## config.mk

```make
export PLATFORM = sky130hd
export DESIGN_NAME = arena_flat
export DESIGN_NICKNAME = d
export VERILOG_FILES = /design/src/rtl/arena_if.sv /design/src/rtl/arena.sv /design/src/flat_wrapper.sv
export SDC_FILE = /design/constraint.sdc
export NUM_CORES = 1
export LEC_CHECK = 0
export ABC_CLOCK_PERIOD_IN_PS = 4000
export CAP_MARGIN = 20
export CORE_ASPECT_RATIO = 0.7
export CORE_MARGIN = 1.5
export CORE_UTILIZATION = 48
export DETAILED_ROUTE_END_ITERATION = 16
export PLACE_DENSITY_LB_ADDON = 0.12
export SLEW_MARGIN = 10
export SYNTH_ARGS = -nofsm -noshare
export SYNTH_HDL_FRONTEND = slang
export SYNTH_SLANG_ARGS = --single-unit
```

## constraint.sdc

```tcl
create_clock -name Clk -period 4 [get_ports Clk]
set_input_delay 0.6 -clock Clk [delete_from_list [all_inputs] [get_ports Clk]]
set_output_delay 0.6 -clock Clk [all_outputs]
set_load 0.01 [all_outputs]
```

## src/rtl/arena_if.sv

```systemverilog
// Game-side bundle for the arena core: player controls, trail-memory lookup/write
// port, head positions, crash flags and scores.
interface arena_if;
   logic [2:0] Game_State;
   logic [1:0] Blue_dir, Red_dir;
   logic [7:0] blue_color, red_color;
   logic [7:0] Blue_X, Blue_Y, Red_X, Red_Y;
   logic [9:0] Blue_X_real, Blue_Y_real, Red_X_real, Red_Y_real;
   logic [7:0] Blue_Next_X, Blue_Next_Y, Red_Next_X, Red_Next_Y;
   logic       Trail_We;
   logic [7:0] Trail_X, Trail_Y, Trail_Color;
   logic       Blue_Crash, Red_Crash, Round_Over;
   logic [3:0] Blue_Score, Red_Score;

   modport master (
      input  Game_State, Blue_dir, Red_dir, blue_color, red_color,
      output Blue_X, Blue_Y, Red_X, Red_Y,
      output Blue_X_real, Blue_Y_real, Red_X_real, Red_Y_real,
      output Blue_Next_X, Blue_Next_Y, Red_Next_X, Red_Next_Y,
      output Trail_We, Trail_X, Trail_Y, Trail_Color,
      output Blue_Crash, Red_Crash, Round_Over, Blue_Score, Red_Score
   );

   modport slave (
      output Game_State, Blue_dir, Red_dir, blue_color, red_color,
      input  Blue_X, Blue_Y, Red_X, Red_Y,
      input  Blue_X_real, Blue_Y_real, Red_X_real, Red_Y_real,
      input  Blue_Next_X, Blue_Next_Y, Red_Next_X, Red_Next_Y,
      input  Trail_We, Trail_X, Trail_Y, Trail_Color,
      input  Blue_Crash, Red_Crash, Round_Over, Blue_Score, Red_Score
   );
endinterface

```

## src/rtl/arena.sv

```systemverilog
// Two-player light-cycle arena: frame-tick movement, crash detection, trail writes, scoring.
// ARENA_WRAP_EN: when defined, heads wrap at the field edges instead of crashing into the wall.
module arena (
   input  logic      Clk,
   input  logic      Reset_Score_n,
   input  logic      frame_clk,
   arena_if.master   bus
);
   localparam logic [2:0] ST_PLAY      = 3'd1;
   localparam logic [2:0] ST_NEW_ROUND = 3'd4;
   localparam logic [7:0] X_MAX = 8'd159;
   localparam logic [7:0] Y_MAX = 8'd119;

   typedef enum logic [1:0] {WR_IDLE, WR_BLUE, WR_RED} wr_st_t;

   function automatic logic [15:0] step(input logic [7:0] x, input logic [7:0] y,
                                        input logic [1:0] dir);
      logic [7:0] nx, ny;
      nx = x;
      ny = y;
      case (dir)
         2'd0:    ny = y - 8'd1;
         2'd1:    nx = x + 8'd1;
         2'd2:    ny = y + 8'd1;
         default: nx = x - 8'd1;
      endcase
`ifdef ARENA_WRAP_EN
      if (dir == 2'd1 && x == X_MAX) nx = 8'd0;
      if (dir == 2'd3 && x == 8'd0)  nx = X_MAX;
      if (dir == 2'd2 && y == Y_MAX) ny = 8'd0;
      if (dir == 2'd0 && y == 8'd0)  ny = Y_MAX;
`endif
      return {nx, ny};
   endfunction

   logic       fs1, fs2, fs3, tick;
   logic [7:0] blue_x, blue_y, red_x, red_y;
   logic [7:0] b_nx, b_ny, r_nx, r_ny;
   logic       blue_crash, red_crash, round_over;
   logic [3:0] blue_score, red_score;
   logic       b_hit, r_hit, same_cell, red_moved;
   wr_st_t     wr_st;
   logic       trail_we;
   logic [7:0] trail_x, trail_y, trail_color;

   assign tick       = fs2 & ~fs3;
   assign round_over = blue_crash | red_crash;
   assign {b_nx, b_ny} = step(blue_x, blue_y, bus.Blue_dir);
   assign {r_nx, r_ny} = step(red_x, red_y, bus.Red_dir);

   // Wrapped coordinates are always in range, so the wall test never fires with wrap enabled.
   assign same_cell = (b_nx == r_nx) && (b_ny == r_ny);
   assign b_hit = (b_nx > X_MAX) || (b_ny > Y_MAX) || (bus.blue_color != 8'd0) || same_cell;
   assign r_hit = (r_nx > X_MAX) || (r_ny > Y_MAX) || (bus.red_color != 8'd0) || same_cell;

   always_ff @(posedge Clk or negedge Reset_Score_n) begin
      if (!Reset_Score_n) begin
         fs1         <= 1'b0;
         fs2         <= 1'b0;
         fs3         <= 1'b0;
         blue_x      <= 8'd40;
         blue_y      <= 8'd60;
         red_x       <= 8'd120;
         red_y       <= 8'd60;
         blue_crash  <= 1'b0;
         red_crash   <= 1'b0;
         blue_score  <= 4'd0;
         red_score   <= 4'd0;
         red_moved   <= 1'b0;
         wr_st       <= WR_IDLE;
         trail_we    <= 1'b0;
         trail_x     <= 8'd0;
         trail_y     <= 8'd0;
         trail_color <= 8'd0;
      end else begin
         fs1 <= frame_clk;
         fs2 <= fs1;
         fs3 <= fs2;

         // The write sequence for an accepted move runs to completion even if play is held.
         case (wr_st)
            WR_BLUE: begin
               wr_st       <= WR_RED;
               trail_we    <= red_moved;
               trail_x     <= red_x;
               trail_y     <= red_y;
               trail_color <= 8'h02;
            end
            WR_RED: begin
               wr_st    <= WR_IDLE;
               trail_we <= 1'b0;
            end
            default: trail_we <= 1'b0;
         endcase

         if (bus.Game_State == ST_NEW_ROUND) begin
            blue_x     <= 8'd40;
            blue_y     <= 8'd60;
            red_x      <= 8'd120;
            red_y      <= 8'd60;
            blue_crash <= 1'b0;
            red_crash  <= 1'b0;
            red_moved  <= 1'b0;
            wr_st      <= WR_IDLE;
            trail_we   <= 1'b0;
         end else if (bus.Game_State == ST_PLAY && tick && !round_over) begin
            if (!b_hit) begin
               blue_x <= b_nx;
               blue_y <= b_ny;
            end
            if (!r_hit) begin
               red_x <= r_nx;
               red_y <= r_ny;
            end
            blue_crash <= b_hit;
            red_crash  <= r_hit;
            if (r_hit && !b_hit && blue_score != 4'd9) blue_score <= blue_score + 4'd1;
            if (b_hit && !r_hit && red_score != 4'd9)  red_score  <= red_score + 4'd1;
            red_moved   <= !r_hit;
            wr_st       <= WR_BLUE;
            trail_we    <= !b_hit;
            trail_x     <= b_nx;
            trail_y     <= b_ny;
            trail_color <= 8'h01;
         end
      end
   end

   assign bus.Blue_X       = blue_x;
   assign bus.Blue_Y       = blue_y;
   assign bus.Red_X        = red_x;
   assign bus.Red_Y        = red_y;
   assign bus.Blue_X_real  = {blue_x, 2'b00};
   assign bus.Blue_Y_real  = {blue_y, 2'b00};
   assign bus.Red_X_real   = {red_x, 2'b00};
   assign bus.Red_Y_real   = {red_y, 2'b00};
   assign bus.Blue_Next_X  = b_nx;
   assign bus.Blue_Next_Y  = b_ny;
   assign bus.Red_Next_X   = r_nx;
   assign bus.Red_Next_Y   = r_ny;
   assign bus.Trail_We     = trail_we;
   assign bus.Trail_X      = trail_x;
   assign bus.Trail_Y      = trail_y;
   assign bus.Trail_Color  = trail_color;
   assign bus.Blue_Crash   = blue_crash;
   assign bus.Red_Crash    = red_crash;
   assign bus.Round_Over   = round_over;
   assign bus.Blue_Score   = blue_score;
   assign bus.Red_Score    = red_score;
endmodule

```

## src/flat_wrapper.sv

```systemverilog
// flat-port wrapper written by rule: the top's interface ports become plain ports
module arena_flat 
  (Clk, Reset_Score_n, frame_clk, bus_Game_State, bus_Blue_dir, bus_Red_dir, bus_blue_color, bus_red_color, bus_Blue_X, bus_Blue_Y, bus_Red_X, bus_Red_Y, bus_Blue_X_real, bus_Blue_Y_real, bus_Red_X_real, bus_Red_Y_real, bus_Blue_Next_X, bus_Blue_Next_Y, bus_Red_Next_X, bus_Red_Next_Y, bus_Trail_We, bus_Trail_X, bus_Trail_Y, bus_Trail_Color, bus_Blue_Crash, bus_Red_Crash, bus_Round_Over, bus_Blue_Score, bus_Red_Score);
  arena_if bus_i ();
  input  logic Clk;
  input  logic Reset_Score_n;
  input  logic frame_clk;
  input wire logic [$bits(bus_i.Game_State)-1:0] bus_Game_State;
  input wire logic [$bits(bus_i.Blue_dir)-1:0] bus_Blue_dir;
  input wire logic [$bits(bus_i.Red_dir)-1:0] bus_Red_dir;
  input wire logic [$bits(bus_i.blue_color)-1:0] bus_blue_color;
  input wire logic [$bits(bus_i.red_color)-1:0] bus_red_color;
  output wire logic [$bits(bus_i.Blue_X)-1:0] bus_Blue_X;
  output wire logic [$bits(bus_i.Blue_Y)-1:0] bus_Blue_Y;
  output wire logic [$bits(bus_i.Red_X)-1:0] bus_Red_X;
  output wire logic [$bits(bus_i.Red_Y)-1:0] bus_Red_Y;
  output wire logic [$bits(bus_i.Blue_X_real)-1:0] bus_Blue_X_real;
  output wire logic [$bits(bus_i.Blue_Y_real)-1:0] bus_Blue_Y_real;
  output wire logic [$bits(bus_i.Red_X_real)-1:0] bus_Red_X_real;
  output wire logic [$bits(bus_i.Red_Y_real)-1:0] bus_Red_Y_real;
  output wire logic [$bits(bus_i.Blue_Next_X)-1:0] bus_Blue_Next_X;
  output wire logic [$bits(bus_i.Blue_Next_Y)-1:0] bus_Blue_Next_Y;
  output wire logic [$bits(bus_i.Red_Next_X)-1:0] bus_Red_Next_X;
  output wire logic [$bits(bus_i.Red_Next_Y)-1:0] bus_Red_Next_Y;
  output wire logic [$bits(bus_i.Trail_We)-1:0] bus_Trail_We;
  output wire logic [$bits(bus_i.Trail_X)-1:0] bus_Trail_X;
  output wire logic [$bits(bus_i.Trail_Y)-1:0] bus_Trail_Y;
  output wire logic [$bits(bus_i.Trail_Color)-1:0] bus_Trail_Color;
  output wire logic [$bits(bus_i.Blue_Crash)-1:0] bus_Blue_Crash;
  output wire logic [$bits(bus_i.Red_Crash)-1:0] bus_Red_Crash;
  output wire logic [$bits(bus_i.Round_Over)-1:0] bus_Round_Over;
  output wire logic [$bits(bus_i.Blue_Score)-1:0] bus_Blue_Score;
  output wire logic [$bits(bus_i.Red_Score)-1:0] bus_Red_Score;
  assign bus_i.Game_State = bus_Game_State;
  assign bus_i.Blue_dir = bus_Blue_dir;
  assign bus_i.Red_dir = bus_Red_dir;
  assign bus_i.blue_color = bus_blue_color;
  assign bus_i.red_color = bus_red_color;
  assign bus_Blue_X = bus_i.Blue_X;
  assign bus_Blue_Y = bus_i.Blue_Y;
  assign bus_Red_X = bus_i.Red_X;
  assign bus_Red_Y = bus_i.Red_Y;
  assign bus_Blue_X_real = bus_i.Blue_X_real;
  assign bus_Blue_Y_real = bus_i.Blue_Y_real;
  assign bus_Red_X_real = bus_i.Red_X_real;
  assign bus_Red_Y_real = bus_i.Red_Y_real;
  assign bus_Blue_Next_X = bus_i.Blue_Next_X;
  assign bus_Blue_Next_Y = bus_i.Blue_Next_Y;
  assign bus_Red_Next_X = bus_i.Red_Next_X;
  assign bus_Red_Next_Y = bus_i.Red_Next_Y;
  assign bus_Trail_We = bus_i.Trail_We;
  assign bus_Trail_X = bus_i.Trail_X;
  assign bus_Trail_Y = bus_i.Trail_Y;
  assign bus_Trail_Color = bus_i.Trail_Color;
  assign bus_Blue_Crash = bus_i.Blue_Crash;
  assign bus_Red_Crash = bus_i.Red_Crash;
  assign bus_Round_Over = bus_i.Round_Over;
  assign bus_Blue_Score = bus_i.Blue_Score;
  assign bus_Red_Score = bus_i.Red_Score;
  arena u_core (.Clk(Clk), .Reset_Score_n(Reset_Score_n), .frame_clk(frame_clk), .bus(bus_i));
endmodule
```

==> results.json <==
{
  "wirelength_microns": 16570,
  "final_cell_mix": "clkdlybuf4s50_1, buf_4, dfrtp_1, a21oi_1, nand2_1",
  "htree_num_levels": 3,
  "cp.arrival_ns": 3.28,
  "place_ws_ns": -0.4772,
  "vias": 5186,
  "gp_congestion": 0.9202,
  "area_growth_pct": 45.39,
  "cts.sinks": 73,
  "dr.pass1.iters": 6,
  "max_freq_mhz": 258.0,
  "antenna_found_initial": 0,
  "core_sq_um": 10970,
  "finalSetupViolCount": 0,
  "min_path_type": "reg -> reg",
  "max_slew_margin_pct": 36.86,
  "async_flop_share_pct": 100.0,
  "yosysSeqAreaShare_pct": 34.14,
  "tightestPinTransition_ns": 0.9471,
  "r2r_start": "u_core.bus.Red_Y[1]",
  "clock_path_buffers": 2,
  "cts_buffers": 9,
  "p_per_area_nw_per_um2": 338.1,
  "die_x_microns": 129.8,
  "cap_viol_max_count": 0,
  "nets": 860,
  "grtUsageTotal_pct": 28.74,
  "ys_types": 58,
  "start_util_pct": 49.25,
  "critical_path_class": "in -> out",
  "hold_viol_final": 0,
  "num_rows": 32,
  "peakVddDrop_v": 0.0002306,
  "synth_edf_count": 0,
  "vias_per_cell": 5.442,
  "end_kind": "output port",
  "io_pins": 166,
  "antenna_left": 0,
  "drt_iter0_drc": 340,
  "io_buffers": 157,
  "syn_avg_cell_area_sq_um": 9.020,
  "grt_max_degree": 74,
  "ys_top_cells_by_area": "dfrtp_1, ha_1, dfstp_2",
  "netlist.area_leader.share_pct": 27.33,
  "period_needed_ns": 3.876,
  "overflow": 0,
  "die_y_microns": 91.77,
  "synth_top_area_cell": "dfrtp_1",
  "grt_first_pass_wirelength_microns": 26550,
  "ys_ff_latch": 73,
  "timing.hold.ws_ns": 0.3550,
  "hold_path.startpoint": "u_core.fs1",
  "reg2regPathDepth": 12,
  "yosys_warnings": 0,
  "grt_pass1_vias": 5232,
  "status": "complete, no violations",
  "critPathLaunchType": "primary input",
  "dp_hpwl_microns": 12330,
  "clk_pin_slew_ns": 0.06,
  "dieArea_sq_um": 11910,
  "wire_per_inst_microns": 17.39,
  "fillCellCount": 835,
  "fin_skew_ns": 0.009224,
  "insertion_delay_ns": 0.35,
  "layout_commonest_cell": "clkdlybuf4s50_1",
  "fin_crit_sh_pct": 96.89,
  "antenna_cells": 0,
  "synth_area_sq_um": 5403,
  "cp.required_ns": 3.40,
  "whs_path_depth": 0,
  "cts_tree": "yes",
  "drive_gt1_share_pct": 17.63,
  "reg2reg_slack_ns": 0.49,
  "leakage_nw": 3.468,
  "drc_errors": 0,
  "fin_ws_ns": 0.1245,
  "regToRegEndpoint": "u_core.bus.Red_Score[1]",
  "whs_endpoint": "u_core.fs2",
  "slew_violations": 0,
  "cp_max_fo": 7,
  "postSynthCellCount": 599,
  "ys.flop_type": "dfrtp_1",
  "cts_root_buffer": "clkbuf_16"
}
==> worst max-delay path by stage <==
stage                                    endpoint       startpoint
after detailed placement  u_core.bus.Red_Score[1]   bus_Red_dir[0]
after CTS                       bus_Red_Next_Y[7]   bus_Red_dir[0]
final                          bus_Blue_Next_Y[6]  bus_Blue_dir[0]
after global placement    u_core.bus.Red_Score[2]   bus_Red_dir[0]
after global routing           bus_Blue_Next_X[7]  bus_Blue_dir[1]
after floorplan              u_core.bus.Blue_X[0]  bus_Blue_dir[0]
==> through the flow <==
step	std cells	cell area, sq um	setup TNS, ns	total power [mW]	utilization, %
2_1_floorplan	606	5431	0	1.262	-
3_3_place_gp	935	7425	-8.471	1.677	67.68
3_5_place_dp	935	7425	-12.15	1.692	67.68
4_1_cts	953	7840	0	2.667	71.46
5_1_grt	953	7855	-0.004213	2.779	71.60
6_report	953	7855	0	2.656	71.60
==> synthesized netlist by cell type (2+ instances only) <==
master     number
and2_1          5
nor4_1          4
buf_1           4
mux2i_1        36
dfstp_2        14
nor2_1         35
xor2_1         18
o31ai_1         2
nand3_1        19
a21oi_1        45
buf_2           9
a21o_1          6
dfrtp_1        59
o211ai_1        4
a211o_1         3
inv_1          37
o21ai_0        32
mux2_2          3
or4_1           3
nand2b_1        5
nor3b_1         2
nand4_1        11
a22o_1          2
fa_1            4
a31oi_1         5
xnor2_1        22
o21a_1          4
o21ai_1         3
nand2_1        42
buf_4          42
nor2b_1        12
clkbuf_1        9
o2111ai_1       2
ha_1           35
a211oi_1        5
or3_1           5
a21boi_0        2
and4_1          2
and3_1         15
nor3_1         13
nand3b_1        2
==> where the power goes <==
part | switching, mW | internal, mW | leakage [nW]
clock | 0.345 | 0.616 | 0.171
combinational | 0.368 | 0.421 | 2.39
sequential | 0.0650 | 0.841 | 0.910
total | 0.778 | 1.88 | 3.47
==> final cells by class <==
class | count | area (sq um) | share of cell area, %
sequential | 73 | 1844 | 23.48
clock buffer | 9 | 225.2 | 2.867
tap | 153 | 191.4 | 2.437
inverter | 37 | 138.9 | 1.768
clock inverter | 7 | 125.1 | 1.593
timing repair buffer | 243 | 2231 | 28.40
multi-input combinational | 431 | 3099 | 39.46
==> critical path: stages <==
cell and delay [ns]:
dlygate4sd2_1 0.32, nand2b_4 0.22, buf_4 0.15, fa_1 0.39
a21oi_1 0.26, o211ai_1 0.20, xor2_1 0.20, mux2i_1 0.09
buf_4 0.15, inv_1 0.12, clkdlybuf4s50_1 0.56
==> sequential cells by signal, indices dropped and copies added (netlist names) <==
| register | count |
|---|---|
| u_core.bus.Blue_Crash | 1 |
| u_core.bus.Blue_Score | 4 |
| u_core.bus.Blue_X | 8 |
| u_core.bus.Blue_Y | 8 |
| u_core.bus.Red_Crash | 1 |
| u_core.bus.Red_Score | 4 |
| u_core.bus.Red_X | 8 |
| u_core.bus.Red_Y | 8 |
| u_core.bus.Trail_Color | 8 |
| u_core.bus.Trail_We | 1 |
| u_core.bus.Trail_X | 8 |
| u_core.bus.Trail_Y | 8 |
| u_core.fs1 | 1 |
| u_core.fs2 | 1 |
| u_core.fs3 | 1 |
| u_core.red_moved | 1 |
| u_core.wr_st | 2 |
==> kinds of logic (layout without fill, tap and decap cells) <==
logic type,after synthesis,in the layout,synth area share (%)
and+or+nand+nor,179,179,17.07
AOI/OAI and AO/OA,124,124,14.40
buffers and inverters,102,296,10.35
DFF,73,73,34.14
xor gates and xnor gates,42,42,7.087
adders and majority gates,39,39,9.588
muxes,39,39,7.295
other,1,8,0.06941
==> what timing repair did <==
item	CTS	global route
pin swaps	2	0
resized for setup	17	4
hold buffers	0	0
endpoints found under the hold margin	0	0
setup endpoints to repair	20	5
setup buffers	2	0
gates cloned	0	0
==> metal layers <==
layer	vias to the layer above	part of all wire [%]	global-route usage [%]
met4	0	2.1	9.074
li1	2438	-	-
met5	-	0	0
met1	2506	45	38.50
met3	33	6.8	6.884
met2	209	46	45.86
(Power assumes the default switching activity.)
